### config.mk
export PLATFORM = sky130hd
export DESIGN_NAME = msrv32_machine_control
export DESIGN_NICKNAME = d
export VERILOG_FILES = /design/src/rtl/msrv32_pkg.sv /design/src/rtl/msrv32_trap_prioritizer.sv /design/src/rtl/msrv32_machine_control.sv
export SDC_FILE = /design/constraint.sdc
export NUM_CORES = 1
export LEC_CHECK = 0
export BUFFER_PORTS_ARGS = -buffer_cell sky130_fd_sc_hd__clkbuf_2
export CORE_ASPECT_RATIO = 0.9
export CORE_UTILIZATION = 44
export CTS_CLUSTER_SIZE = 14
export DETAILED_ROUTE_END_ITERATION = 16
export GPL_TIMING_DRIVEN = 0
export PLACE_DENSITY = 0.83
export SLEW_MARGIN = 20
export SYNTH_ARGS = -nofsm -noshare
export SYNTH_HDL_FRONTEND = slang
export SYNTH_HIERARCHICAL = 1
export SYNTH_SLANG_ARGS = --single-unit
### constraint.sdc
create_clock -name clk_in -period 3.8 [get_ports clk_in]
set_input_delay 0.19 -clock clk_in [delete_from_list [all_inputs] [get_ports clk_in]]
set_output_delay 0.19 -clock clk_in [all_outputs]
set_load 0.1 [all_outputs]
### src/rtl/msrv32_pkg.sv
// Shared encodings for the MSRV32 machine-mode trap sequencer.
package msrv32_pkg;

    typedef enum logic [1:0] {
        ST_RESET       = 2'b00,
        ST_OPERATING   = 2'b01,
        ST_TRAP_TAKEN  = 2'b10,
        ST_TRAP_RETURN = 2'b11
    } mc_state_e;

    // PC mux select codes
    localparam logic [1:0] PC_BOOT = 2'b00;
    localparam logic [1:0] PC_EPC  = 2'b01;
    localparam logic [1:0] PC_TRAP = 2'b10;
    localparam logic [1:0] PC_NEXT = 2'b11;

    // mcause exception codes (interrupt bit carried separately)
    localparam logic [3:0] CAUSE_INSTR_MISALIGNED = 4'd0;
    localparam logic [3:0] CAUSE_ILLEGAL_INSTR    = 4'd2;
    localparam logic [3:0] CAUSE_BREAKPOINT       = 4'd3;
    localparam logic [3:0] CAUSE_LOAD_MISALIGNED  = 4'd4;
    localparam logic [3:0] CAUSE_STORE_MISALIGNED = 4'd6;
    localparam logic [3:0] CAUSE_ECALL_M          = 4'd11;

    // mcause interrupt codes
    localparam logic [3:0] CAUSE_M_SW_INT  = 4'd3;
    localparam logic [3:0] CAUSE_M_TMR_INT = 4'd7;
    localparam logic [3:0] CAUSE_M_EXT_INT = 4'd11;

    // SYSTEM instruction decode constants
    localparam logic [4:0] OPC_SYSTEM   = 5'b11100;
    localparam logic [2:0] FUNCT3_PRIV  = 3'b000;
    localparam logic [6:0] FUNCT7_MRET  = 7'b0011000;
    localparam logic [4:0] RS2_MRET     = 5'b00010;
    localparam logic [4:0] RS2_EBREAK   = 5'b00001;
    localparam logic [4:0] RS2_ECALL    = 5'b00000;

endpackage

### src/rtl/msrv32_trap_prioritizer.sv
// Combinational trap resolver: decodes ECALL/EBREAK/MRET and picks the
// highest-priority exception or enabled interrupt with its mcause code.
module msrv32_trap_prioritizer
    import msrv32_pkg::*;
(
    input  logic       illegal_instr_i,
    input  logic       misaligned_load_i,
    input  logic       misaligned_store_i,
    input  logic       misaligned_instr_i,
    input  logic [4:0] opcode_6_to_2_i,
    input  logic [2:0] funct3_i,
    input  logic [6:0] funct7_i,
    input  logic [4:0] rs1_addr_i,
    input  logic [4:0] rs2_addr_i,
    input  logic [4:0] rd_addr_i,
    input  logic       mie_i,
    input  logic       meie_i,
    input  logic       mtie_i,
    input  logic       msie_i,
    input  logic       meip_i,
    input  logic       mtip_i,
    input  logic       msip_i,
    output logic       trap_o,
    output logic       mret_o,
    output logic [3:0] cause_o,
    output logic       i_or_e_o
);

    logic is_priv;
    logic is_ecall;
    logic is_ebreak;

    assign is_priv   = (opcode_6_to_2_i == OPC_SYSTEM) && (funct3_i == FUNCT3_PRIV) &&
                       (rs1_addr_i == '0) && (rd_addr_i == '0);
    assign is_ecall  = is_priv && (funct7_i == '0) && (rs2_addr_i == RS2_ECALL);
    assign is_ebreak = is_priv && (funct7_i == '0) && (rs2_addr_i == RS2_EBREAK);
    assign mret_o    = is_priv && (funct7_i == FUNCT7_MRET) && (rs2_addr_i == RS2_MRET);

    // Fixed priority: synchronous exceptions first, then enabled interrupts
    always_comb begin
        trap_o   = 1'b0;
        cause_o  = '0;
        i_or_e_o = 1'b0;
        if (misaligned_instr_i) begin
            trap_o  = 1'b1;
            cause_o = CAUSE_INSTR_MISALIGNED;
        end else if (illegal_instr_i) begin
            trap_o  = 1'b1;
            cause_o = CAUSE_ILLEGAL_INSTR;
        end else if (is_ebreak) begin
            trap_o  = 1'b1;
            cause_o = CAUSE_BREAKPOINT;
        end else if (misaligned_load_i) begin
            trap_o  = 1'b1;
            cause_o = CAUSE_LOAD_MISALIGNED;
        end else if (misaligned_store_i) begin
            trap_o  = 1'b1;
            cause_o = CAUSE_STORE_MISALIGNED;
        end else if (is_ecall) begin
            trap_o  = 1'b1;
            cause_o = CAUSE_ECALL_M;
        end else if (mie_i && meie_i && meip_i) begin
            trap_o   = 1'b1;
            cause_o  = CAUSE_M_EXT_INT;
            i_or_e_o = 1'b1;
        end else if (mie_i && msie_i && msip_i) begin
            trap_o   = 1'b1;
            cause_o  = CAUSE_M_SW_INT;
            i_or_e_o = 1'b1;
        end else if (mie_i && mtie_i && mtip_i) begin
            trap_o   = 1'b1;
            cause_o  = CAUSE_M_TMR_INT;
            i_or_e_o = 1'b1;
        end
    end

endmodule

### src/rtl/msrv32_machine_control.sv
// MSRV32 trap/privilege sequencer: boot hold, trap entry and MRET return,
// driving the PC mux select, pipeline flush and CSR update strobes.
module msrv32_machine_control
    import msrv32_pkg::*;
#(
    parameter int unsigned BOOT_HOLD_CYCLES = 1
) (
    input  logic       clk_in,
    input  logic       rst_in,
    input  logic       illegal_instr_in,
    input  logic       misaligned_load_in,
    input  logic       misaligned_store_in,
    input  logic       misaligned_instr_in,
    input  logic [4:0] opcode_6_to_2_in,
    input  logic [2:0] funct3_in,
    input  logic [6:0] funct7_in,
    input  logic [4:0] rs1_addr_in,
    input  logic [4:0] rs2_addr_in,
    input  logic [4:0] rd_addr_in,
    input  logic       mie_in,
    input  logic       meie_in,
    input  logic       mtie_in,
    input  logic       msie_in,
    input  logic       meip_in,
    input  logic       mtip_in,
    input  logic       msip_in,
    output logic [1:0] pc_src_out,
    output logic       flush_out,
    output logic       trap_taken_out,
    output logic       set_epc_out,
    output logic       set_cause_out,
    output logic [3:0] cause_out,
    output logic       i_or_e_out,
    output logic       mie_clear_out,
    output logic       mie_set_out,
    output logic       instret_inc_out,
    output logic       misaligned_exception_out
);

    localparam logic [3:0] HOLD_LAST = 4'(BOOT_HOLD_CYCLES - 1);

    mc_state_e  state_q;
    logic [3:0] hold_cnt_q;
    logic [3:0] cause_q;
    logic       i_or_e_q;
    logic [1:0] pc_src_q;
    logic       flush_q;
    logic       trap_entry_q;
    logic       mie_set_q;

    logic       trap;
    logic       mret;
    logic [3:0] cause_d;
    logic       i_or_e_d;
    logic       operating;

    msrv32_trap_prioritizer u_prio (
        .illegal_instr_i    (illegal_instr_in),
        .misaligned_load_i  (misaligned_load_in),
        .misaligned_store_i (misaligned_store_in),
        .misaligned_instr_i (misaligned_instr_in),
        .opcode_6_to_2_i    (opcode_6_to_2_in),
        .funct3_i           (funct3_in),
        .funct7_i           (funct7_in),
        .rs1_addr_i         (rs1_addr_in),
        .rs2_addr_i         (rs2_addr_in),
        .rd_addr_i          (rd_addr_in),
        .mie_i              (mie_in),
        .meie_i             (meie_in),
        .mtie_i             (mtie_in),
        .msie_i             (msie_in),
        .meip_i             (meip_in),
        .mtip_i             (mtip_in),
        .msip_i             (msip_in),
        .trap_o             (trap),
        .mret_o             (mret),
        .cause_o            (cause_d),
        .i_or_e_o           (i_or_e_d)
    );

    assign operating = (state_q == ST_OPERATING);

    // State sequencing with outputs registered alongside the state they belong to;
    // defaults describe OPERATING and each branch overrides what differs.
    always_ff @(posedge clk_in) begin
        if (rst_in) begin
            state_q      <= ST_RESET;
            hold_cnt_q   <= '0;
            cause_q      <= '0;
            i_or_e_q     <= 1'b0;
            pc_src_q     <= PC_BOOT;
            flush_q      <= 1'b1;
            trap_entry_q <= 1'b0;
            mie_set_q    <= 1'b0;
        end else begin
            state_q      <= ST_OPERATING;
            pc_src_q     <= PC_NEXT;
            flush_q      <= 1'b0;
            trap_entry_q <= 1'b0;
            mie_set_q    <= 1'b0;
            unique case (state_q)
                ST_RESET: begin
                    if (hold_cnt_q != HOLD_LAST) begin
                        hold_cnt_q <= hold_cnt_q + 4'd1;
                        state_q    <= ST_RESET;
                        pc_src_q   <= PC_BOOT;
                        flush_q    <= 1'b1;
                    end
                end
                ST_OPERATING: begin
                    if (trap) begin
                        state_q      <= ST_TRAP_TAKEN;
                        cause_q      <= cause_d;
                        i_or_e_q     <= i_or_e_d;
                        pc_src_q     <= PC_TRAP;
                        flush_q      <= 1'b1;
                        trap_entry_q <= 1'b1;
                    end else if (mret) begin
                        state_q   <= ST_TRAP_RETURN;
                        pc_src_q  <= PC_EPC;
                        flush_q   <= 1'b1;
                        mie_set_q <= 1'b1;
                    end
                end
                ST_TRAP_TAKEN, ST_TRAP_RETURN: ;
                default: ;
            endcase
        end
    end

    assign pc_src_out               = pc_src_q;
    assign flush_out                = flush_q;
    assign trap_taken_out           = trap_entry_q;
    assign set_epc_out              = trap_entry_q;
    assign set_cause_out            = trap_entry_q;
    assign mie_clear_out            = trap_entry_q;
    assign mie_set_out              = mie_set_q;
    assign cause_out                = cause_q;
    assign i_or_e_out               = i_or_e_q;
    assign instret_inc_out          = operating && !trap;
    assign misaligned_exception_out = operating &&
        (misaligned_load_in || misaligned_store_in || misaligned_instr_in);

endmodule

==> run summary <==
The post-cts sizing count is 0. The required time of the worst setup path is 3.61 ns. The register share of total power is 0.439.

The placer congestion estimate came out at 0.719. The die is 44.5 microns tall. Across all layers, the routed design uses 937 vias. The yosys synthesis warning count is 6.

The async set or reset register ratio after synthesis came out at 0. The standard-cell row count is 15. The type of the tightest min-delay check is in2reg. The worst hold slack came out at 0.262 ns. The clock sink count is 15. The share of total power dissipated in combinational logic is 0.325.

In this run the number of H-tree levels came out at 1. The worst setup path is of the in2out kind. The final cell count without fillers came out at 186. The most used flip-flop cell after synthesis is dfxtp_1. The number of antenna violations at the first check in global routing was 0. The vias per cell came out at 5.04. The number of buffers created by CTS came out at 3.

The number of max-cap violations came out at 0. The maximum number of pins on one net before global-route repair is 11. The biggest fanout along the worst timing path is 4. For this configuration, the core starts out at a cell density of 0.467. The type of origin of the critical path is an input port.

The remaining global-route overflow came out at 0. Setup repair after global routing left no endpoint under its margin. The max-slew violation count came to 0. The clock arrives with 0.00714 ns of skew. The sequential cells in the finished layout cover a total of 300 sq um. The clock edge transition at the registers on the reported setup and hold paths came out at 0.09 ns.

The number of hold buffers added after CTS was 0. After synthesis, the cell types taking the most area are dfxtp_1 (34%), nor2_1 (8.1%), mux2i_1 (6.8%). The CTS tree is built. The actual transition at the worst max-transition pin is 0.546 ns. The remaining design rule violation count came out at 0. The sequential area share after synthesis came out at 0.339.

Pin placement for this block handled 58 I/O pins. Synthesis inferred 15 register bits. The number of enable-type register cells in the synthesized netlist came out at 0. The flow ran to the end, and the final reports show no timing, DRC or antenna violations. Once the clock tree was built, the setup fixing pass inserted 0 buffers.

The area added between synthesis and finish is 38.9%. The tree is rooted in a clkbuf_4. The worst slew margin relative to its limit came out at 0.637. The average footprint of a synthesized cell came out at 8.76 sq um. The count of cell types in the netlist came out at 38. The final-report hold violation count came out at 0. The static power due to leakage came out at 0.000617 uW.

In the final routed layout, each cell accounts on average for 11.6 microns. The share of total power consumed by net switching came out at 0.369. The largest total area in the synthesized netlist belongs to dfxtp_1. The total instance count after detailed placement is 182.

Derived from the worst setup path, the maximum achievable clock frequency is 439 MHz. The mapped netlist covers 885 sq um. The number of global-route vias before repair is 914. The area of the die came out at 2190 sq um.

The width of the chip came out at 49.3 microns. The final setup violation count came out at 0. The net switching power came out at 140 uW. The layout net count is 207. The pre-antenna-repair detailed-routing pass consisted of 4 iterations.

The final setup TNS came out at 0 ns. The net count of the mapped netlist is 146. The number of antenna repair diodes came out at 0.

The post-detailed-placement half-perimeter wirelength came out at 1.79 mm. The layout cell share with drive strength beyond 1 came out at 0.484. The maximum clock insertion buffer count is 2. The total core area came out at 1900 sq um.

The number of instances in the synthesized netlist is 101. The power after layout is 380 uW. The number of filler cells placed in the layout came out at 166.

Data arrives at the worst endpoint at 2.09 ns. The clock network fraction of design power is 0.235. In the layout the commonest cells are clkbuf_2 (56), nor2_1 (19), dfxtp_1 (15).

The share of the core filled with cells is 0.648. The clock period minus final worst setup slack came out at 2.28 ns. The later-pin clock latency in the skew report is 0.28 ns. The portion of synthesized cell area occupied by the leading cell type is 0.339. Leaving out fill and tap cells, the most frequent cell in the layout is clkbuf_2. The worst setup path is captured at an output port.

The largest vdd supply drop came out at 0.205 mV. The first global-routing pass estimated 3.75 mm of wire. The number of DRC markers in iteration 0 is 7. The count of antenna-violating nets left after detailed routing is 0. The cell-internal power is 240 uW. The count of buffers added on input and output ports is 56.

Of the available clock period, the critical path in the final layout requires 0.599. For this run, the total global-route usage over all layers was measured as 0.224. The post-detailed-routing wire length came out at 2.15 mm.

In the final layout, the multi-input gates occupy 539 sq um. For this design the ratio of total power to cell area is 309 nW/um^2.
[registers in the layout, summed over array words and instances (netlist names)]
register	cells
flush_out	1
i_or_e_out	1
mie_set_out	1
cause_out	4
state_q	2
hold_cnt_q	4
mie_clear_out	1
pc_src_out	1
[cells in the mapped netlist (2+ instances only)]
library cell  instances
nand3_1               2
nand2_1               3
a21oi_1               5
nand4b_1              2
o31ai_1               2
nor4b_1               2
inv_1                 3
nor2_1               19
mux2i_1               6
buf_4                 4
nand2b_1              2
dfxtp_1              15
ha_1                  2
nor4_1                4
nor3_1                3
nor3b_1               5
[metrics by stage]
| step | worst slack [ns] | area [sq um] |
|---|---|---|
| final | 1.52 | 1230 |
| after global routing | 1.39 | 1230 |
| after CTS | 1.52 | 1230 |
| after detailed placement | 1.52 | 1200 |
| after global placement | 1.57 | 1200 |
| after floorplan | 0.910 | 890 |
[power by group through the flow]
stage                     combinational, uW  clock [uW]  sequential [uW]
after floorplan                        63.8           0              195
after global placement                  121           0              170
after detailed placement                123           0              171
after CTS                               124        93.1              167
after global routing                    130         100              168
final                                   124        89.5              167
[cell type report]
| type | count | area share |
|---|---|---|
| Clock inverter | 1 | 0.00407 |
| Multi-Input combinational cell | 77 | 0.439 |
| Tap cell | 25 | 0.0255 |
| Sequential cell | 15 | 0.244 |
| Timing Repair Buffer | 56 | 0.228 |
| Buffer | 6 | 0.0316 |
| Inverter | 3 | 0.00916 |
| Clock buffer | 3 | 0.0183 |
[per-layer routing]
metal / share of wire / routed length [microns] / global-route usage / vias to the layer above
met1: 0.42 / 900 / 0.246 / 423
met4: 0.0060 / 13 / 0.0647 / 0
li1: - / - / - / 484
met2: 0.53 / 1140 / 0.427 / 28
met5: 0 / 0 / 0 / -
met3: 0.045 / 97 / 0.0584 / 2
[kinds of logic after synthesis]
group / Yosys count / synth area share
AND/OR/NAND/NOR: 54 / 0.373
flip-flops: 15 / 0.339
AO/OA/AOI/OAI: 13 / 0.105
buffers and inverters: 9 / 0.0566
multiplexers: 8 / 0.0976
adder cells (fa/ha/maj): 2 / 0.0283
[path summary, 6_finish.rpt]
kind	to	slack, ns	cells after the start	startpoint
max reg2reg	hold_cnt_q[0]$_SDFFE_PP0P_	2.27	5	hold_cnt_q[0]$_SDFFE_PP0P_
min	mie_set_out$_SDFF_PP0_	0.26	5	rs2_addr_in[1]
min reg2reg	hold_cnt_q[3]$_SDFFE_PP0P_	0.49	2	hold_cnt_q[3]$_SDFFE_PP0P_
max	instret_inc_out	1.52	6	meip_in
[worst max-delay path, cell delays in order]
cell      delay (ns)
clkbuf_2        0.09
a22o_1          0.23
a21oi_1         0.28
or3b_2          0.53
nor3b_2         0.26
clkbuf_2        0.50
Note: power is estimated with default switching activity, not from simulation.
